`src/rtl/mprj_io_pad_bfm.sv`:
```
// mprj_io_pad_bfm -- parametrised pad driver/monitor for the cocotb top.
//
// Drives NUM_PADS tri-state pads from config registers and watches the
// resolved pad levels. Every masked level change bumps a saturating per-pad
// toggle counter and pushes a {pad snapshot, timestamp} entry into a
// first-word-fall-through event FIFO that the Python side pops.
//
// Ports:
//   clock, reset      single clock, synchronous active-high reset
//   pad_in            resolved pad levels (asynchronous to clock)
//   pad_out, pad_oe   drive value / enable (top: pad = oe ? out : 'z)
//   cfg_we/sel/wdata  config write: 0 pad_out, 1 pad_oe, 2 mask, 3 clear
//   evt_*             event FIFO head, ready/valid pop, occupancy, overflow
//   cnt_sel/value     combinational toggle-counter read port
//
// Build option: define GLITCH_FILTER_EN to put a FILTER_CYCLES stability
// filter between the synchroniser and the change detector.

// Per-pad lane: synchroniser, optional glitch filter, edge detect, counter.
module mprj_io_pad_lane #(
    parameter int CNT_WIDTH     = 16
`ifdef GLITCH_FILTER_EN
   ,parameter int FILTER_CYCLES = 3
`endif
) (
    input  logic                 clock,
    input  logic                 reset,
    input  logic                 pad_in,
    input  logic                 mask,
    input  logic                 clr,
    output logic                 level,
    output logic                 change,
    output logic [CNT_WIDTH-1:0] count
);
    logic s1, s2, prev;

    always_ff @(posedge clock) begin
        if (reset) begin
            s1   <= 1'b0;
            s2   <= 1'b0;
            prev <= 1'b0;
        end else begin
            s1   <= pad_in;
            s2   <= s1;
            // prev follows the level even while masked, so unmasking a pad
            // that moved earlier cannot fabricate an edge.
            prev <= level;
        end
    end

`ifdef GLITCH_FILTER_EN
    localparam int FC_W = $clog2(FILTER_CYCLES + 1);

    logic [FC_W-1:0] stab;
    logic            filt;

    // stab counts consecutive cycles s2 has disagreed with the filtered
    // level; the level flips on the FILTER_CYCLES-th such cycle.
    always_ff @(posedge clock) begin
        if (reset) begin
            filt <= 1'b0;
            stab <= '0;
        end else if (s2 != filt) begin
            if (stab == FC_W'(FILTER_CYCLES - 1)) begin
                filt <= s2;
                stab <= '0;
            end else begin
                stab <= stab + 1'b1;
            end
        end else begin
            stab <= '0;
        end
    end

    assign level = filt;
`else
    assign level = s2;
`endif

    assign change = (level ^ prev) & mask;

    // Clear wins over a same-cycle increment; counting stops at all-ones.
    always_ff @(posedge clock) begin
        if (reset)
            count <= '0;
        else if (clr)
            count <= '0;
        else if (change && !(&count))
            count <= count + 1'b1;
    end
endmodule


```
`config.mk`:
```
export PLATFORM = sky130hd
export DESIGN_NAME = mprj_io_pad_lane
export DESIGN_NICKNAME = d
export VERILOG_FILES = /design/src/rtl/mprj_io_pad_bfm.sv
export SDC_FILE = /design/constraint.sdc
export NUM_CORES = 1
export LEC_CHECK = 0
export CORE_UTILIZATION = 51
export CTS_CLUSTER_SIZE = 20
export DETAILED_ROUTE_END_ITERATION = 10
export PLACE_DENSITY = 0.81
export SYNTH_ARGS = -nofsm -noshare
export SYNTH_HDL_FRONTEND = slang
export SYNTH_SLANG_ARGS = --single-unit
```
`constraint.sdc`:
```
create_clock -name clock -period 3.05 [get_ports clock]
set_input_delay 0.4575 -clock clock [delete_from_list [all_inputs] [get_ports clock]]
set_output_delay 0.4575 -clock clock [all_outputs]
set_load 0.03 [all_outputs]
```
==> metrics.cfg, run 1 <==
[timing]
max-slew-margin-rel = 0.3599
timing.fmax_mhz = 416.9
min_period_over_period = 0.7865
hold_viol_final = 0
setup_viol = 0
worst_hold_slack_ns = 0.4532
fin_ws_ns = 0.6513
tns_ns = 0
rsz0062_at_grt = no
skew_ns = 0.01347
period_minus_slack_ns = 2.399
slew_violations = 0
tightestPinTransition_ns = 0.9481

[critical_path]
path_class = flip-flop to output pin
reg2reg_to = count[11]
startpoint_type = flip-flop
crit_required_ns = 2.59
worstPathArrival_ns = 1.94
timing.rr.start = count[0]
r2r_cells = 5
rrSetupSlack_ns = 1.04
worst-path-max-fanout = 6
crit_path_end_kind = output pin

[grt]
grt_antenna_before_repair = 0
grt_pass1_wl_um = 3857
grt_pass1_vias = 839
overflow = 0
grt_util_all_layers = 0.2554
grt_busiest_layer = met2
use_met1 = 0.3519
grt_use_met2 = 0.3943
grt_max_degree = 12
grt.met3_usage = 0.05556

[layout]
mostFrequentLayoutCell = clkdlybuf4s50_1
syn_to_final_growth_pct = 27.20
n_antenna_cell = 0
drive_gt1_frac = 0.05797
nets = 145
mostFrequentLayoutCells = clkdlybuf4s50_1 (22), dfxtp_1 (19), nand2_1 (13)
fin_cells = 163

[route]
drt_iter0_drc = 31
vias = 1007
drt_wl_total_um = 2311
drt_drc_violations_left = 0
detail-route-antenna-nets = 0
routedWlPerCell_um = 14.18
firstDrtPassIters = 5
routed_via_density = 6.178

[logic_synthesis]
synth_edf_count = 0
synth_compound_area_frac = 0.1801
async_reset_ff_frac = 0
ys_ff_latch = 19
synth_area_sq_um = 965.9
synthFlopType = dfxtp_1
synth_top_family_by_area = simple AND/OR/NAND/NOR gates
postSynthAreaPerCell_sq_um = 8.473
ys.warnings.count = 0
syn_nets = 120
ys_seq_area_frac = 0.3938
synth_fa_ha_area_frac = 0.01295
yosys.area_share.simple = 0.3420
syn_inst = 114
synth_cell_type_count = 31
synthMuxAreaShare = 0.04145
ys_top_cells_by_area = dfxtp_1 (39%), or3_1 (5.8%), nand2_1 (5.1%)
synth_top_area_cell = dfxtp_1
synth_top_area_share = 0.3938
synthXorXnorAreaFrac = 0.009067

[floorplanning]
die_w_um = 45.52
die_area_sq_um = 2072
core_area_sq_um = 1745
num_rows = 15
ios = 23
die_h_um = 45.52
floorplan.initialDensity = 0.5534

[power]
p_leak_nw = 0.3917
p_sw_frac = 0.2341
p_int_uw = 309.7
seq_power_share = 0.621
vdd_drop_max_mv = 0.2981
power_per_cell_area_nw_per_um2 = 329.1
pwr-share-clk = 0.316
comb_power_share = 0.063
p_total_uw = 404.4
p_switching_uw = 94.66

[cts]
htree_num_levels = 1
cts-root-buf = clkbuf_4
cts_tree = yes
insertion_delay_ns = 0.30
clkTransAtPathRegs_ns = 0.10
cts_buffer_depth = 2
cts_resized = 0
cts_setup_buffers = 0
cts_made_buffers = 3
cts_hold_buf = 0
clock_sinks = 19

[hold_path]
hp-class = flip-flop to flip-flop
min_path_cells = 1
min_from = s1
min_to = level

[place]
dp_cells = 159
dp_slack_ns = 0.7440
dp_hpwl_um = 1700
gp_congestion = 0.8091
port-buffer-count = 22

[job]
drv_cap = 0

[run_status]
status = finished clean

-- routing by layer --
metal,wire (um),vias up,share of wire
li1,-,491,-
met1,1076,478,0.47
met2,1045,36,0.45
met3,173,2,0.075
met4,14,0,0.0061
met5,0,-,0
-- critical path: stages, from the launching register on --
cell and delay, ns:
dfxtp_1 0.37, xor2_1 0.36, nand2_1 0.18, inv_1 0.08, clkdlybuf4s50_1 0.66
-- flip-flops by register name (all words and copies together), names as in the netlist --
| name | cells |
|---|---|
| count | 16 |
| level | 1 |
| prev | 1 |
| s1 | 1 |
-- stage by stage --
step                      cell area [sq um]  utilization
final                                  1229       0.7039
after floorplan                       965.9            -
after global placement                 1201       0.6882
after global routing                   1229       0.7039
after CTS                              1229       0.7039
after detailed placement               1201       0.6882
-- cells in the mapped netlist (2+ instances only) --
cell type / instances
nor2_1: 4
and3_1: 3
nor4_1: 3
dfxtp_1: 19
o21ai_0: 5
nor2b_1: 4
o311ai_0: 2
o211ai_1: 2
a31oi_1: 2
nand3_1: 9
nand2_1: 13
or4_1: 2
nand4_1: 3
o31ai_1: 5
mux2i_1: 4
a21oi_1: 8
or3_1: 9
nor3_1: 4
-- layout make-up --
| type | count | area (sq um) |
|---|---|---|
| fill | 146 | 516.7 |
| clock buffer | 3 | 22.52 |
| tap | 25 | 31.28 |
| multi-input combinational | 92 | 565.5 |
| sequential | 19 | 380.4 |
| timing repair buffer | 22 | 220.2 |
| clock inverter | 1 | 5.005 |
| inverter | 1 | 3.754 |
-- how the worst max path moves through the flow --
| stage | start | slack (ns) | to | cells past startpoint |
|---|---|---|---|---|
| after floorplan | count[2] | 1.15 | count[13] | 4 |
| after global placement | mask | 0.77 | change | 4 |
| after detailed placement | mask | 0.74 | change | 4 |
| after CTS | level | 0.64 | change | 4 |
| after global routing | level | 0.50 | change | 4 |
| final | level | 0.65 | change | 4 |
-- power groups by stage --
stage	logic, mW	clock network [mW]	registers [mW]
after detailed placement	0.0255	0	0.257
after global placement	0.0250	0	0.256
after floorplan	0.0118	0	0.258
after global routing	0.0276	0.141	0.251
after CTS	0.0256	0.130	0.251
final	0.0256	0.128	0.251
-- cells by family (layout without fill, tap and decap cells) --
logic type	after synthesis	after routing
simple gates	59	59
compound gates	27	27
flops	19	19
mux	4	4
buf+inv	3	27
fa+ha+maj	1	1
xor+xnor	1	1
(Power assumes the default switching activity.)
==> run 2, diff against run 1 <==
--- a/config.mk
+++ b/config.mk
@@ -5,10 +5,10 @@
 export SDC_FILE = /design/constraint.sdc
 export NUM_CORES = 1
 export LEC_CHECK = 0
-export CORE_UTILIZATION = 51
+export CORE_UTILIZATION = 43
 export CTS_CLUSTER_SIZE = 20
 export DETAILED_ROUTE_END_ITERATION = 10
-export PLACE_DENSITY = 0.81
+export PLACE_DENSITY = 0.72
 export SYNTH_ARGS = -nofsm -noshare
 export SYNTH_HDL_FRONTEND = slang
 export SYNTH_SLANG_ARGS = --single-unit
==> constraint.sdc (replaced) <==
create_clock -name clock -period 1.9 [get_ports clock]
set_input_delay 0.285 -clock clock [delete_from_list [all_inputs] [get_ports clock]]
set_output_delay 0.285 -clock clock [all_outputs]
set_load 0.03 [all_outputs]
==> metrics.cfg, run 2 (synthesis gave the netlist of run 1 again) <==
[critical_path]
path_delay_family = buffers and inverters  ; unchanged
path_class = flip-flop to output pin  ; unchanged
cpPeakStageDelay_ns = 0.73  ; was 0.66 ns
crit_required_ns = 1.62  ; was 2.59 ns
startpoint_type = flip-flop  ; unchanged
worst-path-max-fanout = 9  ; was 6
path_buf_inv = 1  ; was 2
worstPathArrival_ns = 1.52  ; was 1.94 ns
path_cells = clkdlybuf4s50_1  ; was xor2_1, nand2_1, inv_1, clkdlybuf4s50_1
crit_path_end_kind = output pin  ; unchanged
critPathSlowestCell = clkdlybuf4s50_1  ; unchanged

[grt]
grt_antenna_before_repair = 0  ; unchanged
overflow = 0  ; unchanged
grt_pass1_vias = 946  ; was 839
grt_pass1_wl_um = 4381  ; was 3857 um
grt_max_degree = 12  ; unchanged
grt_util_all_layers = 0.2417  ; was 0.2554

[place]
dp_hpwl_um = 1940  ; was 1700 um
port-buffer-count = 22  ; unchanged
gp_congestion = 0.9181  ; was 0.8091
dp_cells = 179  ; was 159

[cts]
cts_tree = yes  ; unchanged
insertion_delay_ns = 0.30  ; about the same
cts_made_buffers = 3  ; unchanged
cts_hold_buf = 0  ; unchanged
clock_sinks = 19  ; unchanged
cts-root-buf = clkbuf_4  ; unchanged
cts_setup_buffers = 0  ; unchanged
cts_buffer_depth = 2  ; unchanged
clkTransAtPathRegs_ns = 0.11  ; was 0.10 ns
cts_resized = 0  ; unchanged
htree_num_levels = 1  ; unchanged

[timing]
timing.fmax_mhz = 553.0
tightestPinTransition_ns = 0.3706  ; was 0.9481 ns
max-slew-margin-rel = 0.7506  ; was 0.3599
slew_violations = 0  ; unchanged
min_period_over_period = 0.9517
period_minus_slack_ns = 1.808
hold_viol_final = 0  ; unchanged
skew_ns = 0.001072  ; was 0.01347 ns
rsz0062_at_grt = no  ; unchanged
tns_ns = 0  ; unchanged
setup_viol = 0  ; unchanged

[layout]
mostFrequentLayoutCell = clkdlybuf4s50_1  ; unchanged
syn_to_final_growth_pct = 41.19  ; was 27.20%
mostFrequentLayoutCells = clkdlybuf4s50_1 (21), buf_4 (19), dfxtp_1 (18)  ; was clkdlybuf4s50_1 (22), dfxtp_1 (19), nand2_1 (13)
n_antenna_cell = 0  ; unchanged
fin_cells = 183  ; was 163
nets = 163  ; was 145
largest-register = count  ; unchanged
largest_reg_flops = 16  ; unchanged
drive_gt1_frac = 0.1731  ; was 0.05797

[route]
vias = 1048  ; was 1007
drt_wl_total_um = 2586  ; was 2311 um
drt_iter0_drc = 33  ; was 31
routedWlPerCell_um = 14.13  ; was 14.18 um
routed_via_density = 5.727  ; was 6.178
detail-route-antenna-nets = 0  ; unchanged
drt_drc_violations_left = 0  ; unchanged
firstDrtPassIters = 4  ; was 5

[power]
p_leak_nw = 0.4822  ; was 0.3917 nW
p_int_uw = 507.3  ; was 309.7 uW
p_total_uw = 662.2  ; was 404.4 uW
comb_power_share = 0.074  ; was 0.063
p_switching_uw = 154.9  ; was 94.66 uW
pwr-share-clk = 0.318  ; was 0.316
power_per_cell_area_nw_per_um2 = 485.5  ; was 329.1 nW/um^2
seq_power_share = 0.608  ; was 0.621
p_sw_frac = 0.2339  ; was 0.2341
vdd_drop_max_mv = 0.4029  ; was 0.2981 mV

[floorplanning]
core_area_sq_um = 2042  ; was 1745 sq um
floorplan.initialDensity = 0.4730  ; was 0.5534
die_w_um = 49.40  ; was 45.52 um
ios = 23  ; unchanged
num_rows = 16  ; was 15
die_h_um = 49.40  ; was 45.52 um
die_area_sq_um = 2440  ; was 2072 sq um

[job]
drv_cap = 0  ; unchanged

[hold_path]
hp-class = flip-flop to flip-flop  ; unchanged

[run_status]
status = finished clean  ; unchanged

[run 2: area by class of cell]
type                            instances  area (sq um)
Sequential cell                        19         381.6
Inverter                                1         3.754
Multi-Input combinational cell         92         565.5
Tap cell                               27         33.78
Fill cell                             200         678.2
Timing Repair Buffer                   40         352.8
Clock buffer                            4         26.28
[run 2: worst paths after layout]
check	cells past startpoint	to	slack (ns)	from
hold / removal	1	level	0.46	s1
setup / recovery	1	count[13]	0.09	count[13]
hold reg to reg	1	level	0.46	s1
setup reg to reg	4	count[15]	0.17	count[5]
[run 2: power groups by stage]
stage | Combinational, mW | Sequential (mW) | Clock, mW
6_report | 0.0488 | 0.403 | 0.211
5_1_grt | 0.0529 | 0.404 | 0.232
4_1_cts | 0.0487 | 0.403 | 0.219
3_5_place_dp | 0.0486 | 0.412 | 0
3_3_place_gp | 0.0480 | 0.412 | 0
2_1_floorplan | 0.0190 | 0.414 | 0
[run 2: per-layer routing]
layer  global-route usage  vias to the layer above  part of all wire
li1                     -                      534                 -
met1               0.3263                      483              0.50
met2               0.3676                       27              0.44
met3              0.03738                        4             0.033
met4               0.1286                        0             0.022
met5                    0                        -                 0
[run 2: through the flow]
stage / instance area, sq um / worst slack, ns / util / hold WS, ns
3_5_place_dp: 1338 / 0.1142 / 0.6550 / 0.4438
6_report: 1364 / 0.09168 / 0.6679 / 0.4601
5_1_grt: 1364 / 0.007539 / 0.6679 / 0.4950
3_3_place_gp: 1338 / 0.1616 / 0.6550 / 0.4234
4_1_cts: 1364 / 0.07550 / 0.6679 / 0.4594
2_1_floorplan: 967.2 / 0.007165 / - / 0.3566
==> run 3, diff against run 2 <==
--- a/config.mk
+++ b/config.mk
@@ -5,6 +5,7 @@
 export SDC_FILE = /design/constraint.sdc
 export NUM_CORES = 1
 export LEC_CHECK = 0
+export CAP_MARGIN = 10
 export CORE_UTILIZATION = 43
 export CTS_CLUSTER_SIZE = 20
 export DETAILED_ROUTE_END_ITERATION = 10
@@ -12,3 +13,4 @@
 export SYNTH_ARGS = -nofsm -noshare
 export SYNTH_HDL_FRONTEND = slang
 export SYNTH_SLANG_ARGS = --single-unit
+export TNS_END_PERCENT = 100
==> results of run 3 <==
The final DEF is identical to that of run 2; final timing and power are the same.
